`config.mk`:
```
export PLATFORM = sky130hd
export DESIGN_NAME = serial_addsub
export DESIGN_NICKNAME = d
export VERILOG_FILES = /design/src/rtl/alu_pkg.sv /design/src/rtl/full_adder_cell.sv /design/src/rtl/serial_addsub.sv
export SDC_FILE = /design/constraint.sdc
export NUM_CORES = 1
export LEC_CHECK = 0
export ABC_AREA = 1
export BUFFER_PORTS_ARGS = -buffer_cell sky130_fd_sc_hd__buf_2
export CORE_MARGIN = 8
export CORE_UTILIZATION = 40
export CTS_CLUSTER_DIAMETER = 120
export DETAILED_ROUTE_END_ITERATION = 10
export GPL_ROUTABILITY_DRIVEN = 1
export PLACE_DENSITY = 0.66
export SYNTH_ARGS = -nofsm -noshare
export SYNTH_HDL_FRONTEND = slang
export SYNTH_SLANG_ARGS = --single-unit
```
`constraint.sdc`:
```
create_clock -name clock -period 2.4 [get_ports clock]
set_clock_uncertainty 0.1 [all_clocks]
set_input_delay 0.24 -clock clock [delete_from_list [all_inputs] [get_ports clock]]
set_output_delay 0.24 -clock clock [all_outputs]
set_load 0.05 [all_outputs]
```
`src/rtl/alu_pkg.sv`:
```
`default_nettype none
// ============================================================================
// Module   : alu_pkg
// Brief    : Shared ALU types: opcode enum, add/sub engine states, widths.
// Revision : 1.0 - initial release
// ============================================================================
package alu_pkg;

    localparam int ALU_WIDTH = 6;

    typedef enum logic {
        ADD = 1'b0,
        SUB = 1'b1
    } alu_op_e;

    typedef enum logic [1:0] {
        IDLE  = 2'd0,
        SHIFT = 2'd1,
        HOLD  = 2'd2
    } addsub_state_e;

endpackage
`default_nettype wire

```
`src/rtl/full_adder_cell.sv`:
```
`default_nettype none
// ============================================================================
// Module   : full_adder_cell
// Brief    : Single-bit combinational full adder used by the serial engine.
// Revision : 1.0 - initial release
// ============================================================================
module full_adder_cell (
    input  logic a,
    input  logic b,
    input  logic cin,
    output logic s,
    output logic cout
);

    assign s    = a ^ b ^ cin;
    assign cout = (a & b) | (cin & (a ^ b));

endmodule
`default_nettype wire

```
`src/rtl/serial_addsub.sv`:
```
`default_nettype none
// ============================================================================
// Module   : serial_addsub
// Brief    : Bit-serial two's-complement add/subtract, LSB first, one bit per
//            clock. Define SERIAL_ADDSUB_SAT_EN to clamp RESULT on overflow.
// Revision : 1.0 - initial release
// ============================================================================
module serial_addsub
    import alu_pkg::*;
#(
    parameter int WIDTH = ALU_WIDTH
) (
    input  logic             clock,
    input  logic             reset,
    input  logic             in_valid,
    output logic             in_ready,
    input  logic             op,
    input  logic [WIDTH-1:0] A,
    input  logic [WIDTH-1:0] B,
    output logic             out_valid,
    input  logic             out_ready,
    output logic [WIDTH-1:0] RESULT,
    output logic             carry,
    output logic             overflow
);

    localparam int             c_cnt_w = $clog2(WIDTH);
    localparam logic [c_cnt_w-1:0] c_last = c_cnt_w'(WIDTH - 1);

    addsub_state_e      r_state;
    addsub_state_e      w_next_state;

    logic [WIDTH-1:0]   r_a;
    logic [WIDTH-1:0]   r_b;
    logic [WIDTH-1:0]   r_res;
    logic [c_cnt_w-1:0] r_cnt;
    logic               r_cy;
    logic               r_carry;
    logic               r_ovf;

    logic               w_accept;
    logic               w_shift;
    logic               w_last;
    logic               w_sum;
    logic               w_cout;
    logic [WIDTH-1:0]   w_result;

    // ------------------------------------------------------------------
    // Control FSM
    // ------------------------------------------------------------------
    always_ff @(posedge clock or posedge reset) begin
        if (reset) begin
            r_state <= IDLE;
        end else begin
            r_state <= w_next_state;
        end
    end

    always_comb begin
        w_next_state = r_state;
        in_ready     = 1'b0;
        out_valid    = 1'b0;
        w_accept     = 1'b0;
        w_shift      = 1'b0;
        w_last       = 1'b0;
        case (r_state)
            IDLE: begin
                in_ready = 1'b1;
                if (in_valid) begin
                    w_accept     = 1'b1;
                    w_next_state = SHIFT;
                end
            end
            SHIFT: begin
                w_shift = 1'b1;
                if (r_cnt == c_last) begin
                    w_last       = 1'b1;
                    w_next_state = HOLD;
                end
            end
            HOLD: begin
                out_valid = 1'b1;
                if (out_ready) begin
                    w_next_state = IDLE;
                end
            end
            default: begin
                w_next_state = IDLE;
            end
        endcase
    end

    // ------------------------------------------------------------------
    // Serial datapath: one full-adder cell, carry held between cycles
    // ------------------------------------------------------------------
    full_adder_cell u_fa (
        .a    (r_a[r_cnt]),
        .b    (r_b[r_cnt]),
        .cin  (r_cy),
        .s    (w_sum),
        .cout (w_cout)
    );

    always_ff @(posedge clock or posedge reset) begin
        if (reset) begin
            r_a     <= '0;
            r_b     <= '0;
            r_res   <= '0;
            r_cnt   <= '0;
            r_cy    <= 1'b0;
            r_carry <= 1'b0;
            r_ovf   <= 1'b0;
        end else if (w_accept) begin
            // Subtraction is A + ~B + 1: invert B here, seed the carry with op.
            r_a   <= A;
            r_b   <= (alu_op_e'(op) == SUB) ? ~B : B;
            r_cy  <= op;
            r_cnt <= '0;
        end else if (w_shift) begin
            r_res <= {w_sum, r_res[WIDTH-1:1]};
            r_cy  <= w_cout;
            if (w_last) begin
                r_cnt   <= '0;
                r_carry <= w_cout;
                r_ovf   <= r_cy ^ w_cout;
            end else begin
                r_cnt <= r_cnt + c_cnt_w'(1);
            end
        end
    end

`ifdef SERIAL_ADDSUB_SAT_EN
    // Clamp toward the sign of A; overflow only occurs when the true result
    // shares A's sign, so A's MSB picks the correct limit for ADD and SUB.
    always_comb begin
        w_result = r_res;
        if ((r_state == HOLD) && r_ovf) begin
            w_result = r_a[WIDTH-1] ? {1'b1, {(WIDTH-1){1'b0}}}
                                    : {1'b0, {(WIDTH-1){1'b1}}};
        end
    end
`else
    assign w_result = r_res;
`endif

    assign RESULT   = w_result;
    assign carry    = r_carry;
    assign overflow = r_ovf;

endmodule
`default_nettype wire

```
; ---- After elaboration in Yosys (flattened, before gate mapping)
; Index checks and enable logic that the tools add are counted.
[word_totals]
input_bits = 17
output_inout_bits = 10
word_cells = 50
ff_bits = 26
[classes]
n_lt_le_gt_ge = 1
addsub = 1
mux = 21
eq_ne = 6
reduce_logical = 5
bitwise = 8
[op_table]
columns = op, n
row1 = 1-bit 2-to-1 mux, 11
row2 = 3-bit 2-to-1 mux, 3
row3 = 1-bit binary-select mux with 3-bit select, 2
row4 = 2-bit 2-to-1 mux, 3
row5 = 6-bit 2-to-1 mux, 1
row6 = 2-bit inequality test (second input constant), 3
row7 = 6-bit NOT, 1
row8 = 2-bit case mux with 3 select lines, 1
row9 = 3-bit AND reduction, 2
row10 = 3-bit by 4-bit < comparator with 1-bit output (second input constant), 1
row11 = 3-bit by 1-bit adder with 3-bit output (second input constant), 1
row12 = 3-bit == test (second input constant), 1
row13 = 1-bit XOR, 3
row14 = 1-bit bitwise AND, 2
row15 = 2-bit by 1-bit == test with 1-bit output (second input constant), 1
row16 = 2-bit == test (second input constant), 1
row17 = 2-bit logical NOT, 1
row18 = 2-bit AND reduction, 1
row19 = 2-bit nonzero test, 1
row20 = 1-bit NOT, 1
row21 = 1-bit OR, 1

; ---- Logic depth before layout (Yosys ltp)
[depth]
word_depth = 7
depth_mapped = 10
mapped_depth_nobuf = 9

; ---- Cells and area by module
; From an unflattened synthesis, not the netlist that was laid out.
[hier_totals]
cells_unflattened = 147
area_unflattened_um2 = 1296.2
[modules_own_cells]
columns = mod, cells_each, n_inst, seq_area_each_um2, area_per_inst_um2
row1 = serial_addsub, 146, 1, 650.6, 1276.2
row2 = full_adder_cell, 1, 1, 0.0, 20.0

; ---- Worst setup path before layout
; OpenSTA, ideal clock, no wires.
[synth_path]
path_type = register -> register
from = register r_cnt[0]
to = register r_ovf, in the netlist overflow
setup_time_ns = 0.123
required_time_ns = 2.177
t_arrival_ns = 1.601
path_stages_with_launch = 8
setup_slack_ns = 0.576
cell_sequence = dfrtp_1 > buf_2 > or2_2 > o211ai_1 > nand2_1 > fa_1 > xnor2_1 > o21ai_1
[synth_via]
elab_chain_cells = 6
word_cells_on_any_way = 13
classes_between = eq/ne: 1 / mux: 6 / bitwise: 5 / reduce/logical: 1
[synth_lines]
columns = item, line_no
row1 = from (decl), serial_addsub.sv:36  ; logic [c_cnt_w-1:0] r_cnt;
row2 = from (signal assigned), serial_addsub.sv:127  ; r_cnt <= r_cnt + c_cnt_w'(1);
row3 = "1-bit binary-select mux with 3-bit select, on equally long branches", "serial_addsub.sv:97, serial_addsub.sv:98"
row4 = "1-bit 2-to-1 mux, on equally long branches", "serial_addsub.sv:97, serial_addsub.sv:98"
row5 = 1-bit XOR, full_adder_cell.sv:16  ; assign cout = (a & b) | (cin & (a ^ b));
row6 = 1-bit bitwise AND, full_adder_cell.sv:16
row7 = 1-bit OR (*), full_adder_cell.sv:16
row8 = via u_fa.cout, full_adder_cell.sv:12  ; output logic cout
row9 = 1-bit XOR (*), serial_addsub.sv:125  ; r_ovf <= r_cy ^ w_cout;
row10 = to (signal assigned), serial_addsub.sv:125
row11 = to (decl), serial_addsub.sv:39  ; logic r_ovf;
; Mark *: on every way through the listed nets, which the timed path passes. The rest lies on a longest branch. The select of a mux whose other input is x is not followed.
; A chain may end at the register's enable or synchronous reset.

; ---- Final worst setup path
; Ends and elaborated chain as after synthesis.

==> Flow_metrics.wiki <==
{| class="wikitable"
! Metric !! Value
|-
| Post-synth top flop || sky130_fd_sc_hd__dfrtp_1
|-
| Detailed Place HPWL || between 1500 and 2000 um
|-
| EDFF count, synth || 0
|-
| Routed wire per std cell || 11.9 um
|-
| Final worst hold slack || about 0.016 ns
|-
| Final period utilization || between 80% and 90%
|-
| Power Total || between 0.002 and 0.0025 W
|-
| Cell type contributing the most total cell area after synthesis || sky130_fd_sc_hd__dfrtp_1
|-
| Setup crit start kind || flip-flop
|-
| Worst Hold Path Cells || 3
|-
| Crit path max-delay cell type || sky130_fd_sc_hd__dfrtp_1
|-
| Critical-path maximum fanout || 11
|-
| Post-synth net total || 167
|-
| Distinct cell type count of the synthesized netlist || 25
|-
| Iter 0 DRT Violations || 18
|-
| Max VDD drop || 0.000460 V
|-
| Die X || approximately 73 um
|-
| Cells along the critical path || inv_1 > nand2_1 > nand3_1 > nand2_1 > nand2_1 > nand2_1 > fa_1 > xnor2_1 > o21ai_1
|-
| Portion of netlist area occupied by mux cells || 0%
|-
| NumNets Final || about 200
|-
| I/O Pins || 27
|-
| Post-Synth Adder-Cell Area || under 10%
|-
| Register-to-Register Path Depth || 9
|-
| Area fraction in compound gates after synthesis || between 10% and 20%
|-
| Instance count of the mapped netlist || approximately 150
|-
| Max cap viols || 0
|-
| Top delay family on crit path || flip-flops
|-
| Max transition margin || between 60% and 70%
|-
| Final sum of negative setup slack || 0 ns
|-
| Buffers & Inverters on Critical Path || 1
|-
| Post-cts sizing count || 0
|-
| Diode count || 0
|-
| Starting utilization of the core area || 42.5%
|-
| Capturing element type of the critical path || flip-flop
|-
| Hold Path Class || in2reg
|-
| Area share of xor/xnor cells in the synthesized design || under 10%
|-
| Worst skew pair latency || ~0.31 ns
|-
| Synth-to-Final Area Change || 16.8%
|-
| Global-route wire length before repair || 4530 um
|-
| Post-synth top area share || between 40% and 50%
|-
| Port Buffers || 26
|-
| Antenna viol nets, final || 0
|-
| Arrival time at the worst endpoint || ~2.1 ns
|-
| Detailed-route wire length || roughly 2600 um
|-
| DRC violations left || 0
|-
| Hold violation count in the final report || 0
|-
| Layout cells sized above 1 || between 20% and 30%
|-
| Top area cells in the synthesized netlist || sky130_fd_sc_hd__dfrtp_1 50%, sky130_fd_sc_hd__nand2_1 14%, sky130_fd_sc_hd__xnor2_1 5.4%
|-
| Standard-cell row count || 20
|-
| Die Y-Extent || between 70 and 80 um
|-
| Final critical delay including setup and external delays || between 1.5 and 2 ns
|-
| Kind of critical path || reg2reg
|-
| Number of vias per cell || 4.56
|-
| Mean cell area of the mapped netlist || slightly below 9 sq um
|-
| CTS H-tree lvls || 1
|-
| Area of the core || 3080 sq um
|-
| Portion of the post-synthesis area used by sequential elements || between 40% and 50%
|-
| Reg-to-reg slack, setup || around 0.45 ns
|-
| Area share of and/or/nand/nor cells after synthesis || 23.3%
|-
| Synthesized flop and latch total || 26
|-
| Number of synthesis warnings || 0
|-
| Total overflow reported by the global router || 0
|-
| Result of the run || finished clean
|-
| Hold Path Origin || A[4]
|-
| Cell area after synthesis || around 1300 sq um
|-
| Combinational family with the most area after synthesis || simple AND/OR/NAND/NOR gates
|-
| Synth top cells by count || 50 x sky130_fd_sc_hd__nand2_1, 26 x sky130_fd_sc_hd__dfrtp_1, 15 x sky130_fd_sc_hd__inv_1
|-
| Number of slew-limit violations in the final report || 0
|-
| Routability Congestion || 0.793
|-
| Cell seen most often among critical-path stages || sky130_fd_sc_hd__nand2_1
|-
| Post-synthesis async set-or-reset flop share || 100%
|-
| Number of buffers between clock root and the deepest sink || 2
|-
| Hold worst-path end || r_a[4]
|-
| Die area || between 5000 and 6000 sq um
|-
| Data required time at the worst endpoint || roughly 2.5 ns
|-
| Worst slew pin tran || between 0.4 and 0.5 ns
|-
| Leak pwr || ~0.8 nW
|-
| Clock tree from TritonCTS || done
|-
| Buffer cell driving the clock tree root || sky130_fd_sc_hd__clkbuf_4
|-
| Number of global-route vias before repair || roughly 1100
|-
| Overall via count from detail_route || roughly 1000
|-
| Launch instance of the worst register-to-register path || r_cnt[0]
|-
| Max incr delay on CP || 0.51 ns
|-
| Clock Sinks || 26
|-
| Clock buffer count from CTS || 3
|-
| Maximum clock frequency || between 500 and 600 MHz
|-
| Capture point of the worst reg-to-reg path || overflow
|-
| # setup viols final || 0
|-
| Clock-pin transition on the worst setup and hold timing paths || approximately 0.14 ns
|-
| P per Cell Area || 1370 nW/um^2
|-
| GRT Util Overall || a little over a tenth
|-
| Maximum number of pins on one net before global-route repair || 27
|-
| Setup repair after global routing missed its margin || no
|-
| DR pass1 iterations || 5
|-
| Initial antenna violation count || 0
|-
| Dominant cell by count in the synthesized netlist || sky130_fd_sc_hd__nand2_1
|}
## sequential cells by signal, summed over array words and instances (netlist names)
name / flops
r_a: 6
RESULT: 6
r_cnt: 3
overflow: 1
r_state: 2
r_b: 6
r_cy: 1
carry: 1
## worst register-to-register path, stage by stage (launching register included)
cell	delay, ns
sky130_fd_sc_hd__dfrtp_1	0.51
sky130_fd_sc_hd__inv_1	0.21
sky130_fd_sc_hd__nand2_1	0.07
sky130_fd_sc_hd__nand3_1	0.07
sky130_fd_sc_hd__nand2_1	0.06
sky130_fd_sc_hd__nand2_1	0.09
sky130_fd_sc_hd__nand2_1	0.08
sky130_fd_sc_hd__fa_1	0.41
sky130_fd_sc_hd__xnor2_1	0.17
sky130_fd_sc_hd__o21ai_1	0.08
## routing by layer
| metal | track usage [%] | wire, um |
|---|---|---|
| met5 | 0 | 0 |
| met4 | 4.00 | 39 |
| met3 | 2.61 | 130 |
| met2 | 18.9 | 1310 |
| met1 | 11.9 | 1130 |
## layout by cell type (no fill, tap or decap), types with 3 or more instances in the layout
cell type / count
sky130_fd_sc_hd__o21ai_2: 4
sky130_fd_sc_hd__inv_2: 3
sky130_fd_sc_hd__clkbuf_4: 3
sky130_fd_sc_hd__nand3_1: 4
sky130_fd_sc_hd__nand2_1: 50
sky130_fd_sc_hd__nand2_2: 4
sky130_fd_sc_hd__inv_1: 15
sky130_fd_sc_hd__o21ai_1: 7
sky130_fd_sc_hd__xnor2_1: 8
sky130_fd_sc_hd__buf_2: 26
sky130_fd_sc_hd__dfrtp_1: 26
sky130_fd_sc_hd__o21ai_0: 7
## worst max path at each step
stage | startpoint | slack (ns) | cells past startpoint | to
finish | r_cnt[0] | 0.45 | 9 | overflow
global route | r_cnt[0] | 0.34 | 9 | overflow
CTS | r_cnt[0] | 0.48 | 9 | overflow
floorplan | r_cnt[0] | 0.58 | 7 | overflow
detailed placement | r_cnt[0] | 0.50 | 9 | overflow
global placement | r_cnt[0] | 0.58 | 6 | overflow
## timing repair
action / 4_1_cts / 5_1_grt
hold buffers: 2 / 0
hold endpoints to repair: 27 / 0
buffers inserted: 0 / 0
## where the power goes
part | total (W) | switching, W | internal (W)
Sequential | 0.000795 | 0.000158 | 0.000637
Combinational | 0.00108 | 0.000728 | 0.000357
Clock | 0.000216 | 0.000123 | 0.0000926
## kinds of logic (layout without fill, tap and decap cells)
logic type	after synthesis	in the layout
simple gates	66	66
flops	26	26
compound gates	22	22
buf+inv	22	51
xor+xnor	8	8
fa+ha+maj	3	3
## cell type report
class / instances / area (sq um)
Multi-Input combinational cell: 99 / 561
Tap cell: 44 / 55.1
Inverter: 18 / 67.6
Clock buffer: 4 / 36.3
Sequential cell: 26 / 651
Fill cell: 314 / 1550
Timing Repair Buffer: 29 / 158
## metrics by stage
step	area [sq um]	utilization, %	std cells	setup WS, ns
final	1530	49.6	220	0.450
after global routing	1530	49.6	220	0.336
after CTS	1530	49.6	220	0.478
after detailed placement	1470	47.8	214	0.501
after global placement	1470	47.8	214	0.576
after floorplan	1310	-	147	0.576
Power figures use the tool's default switching activity.
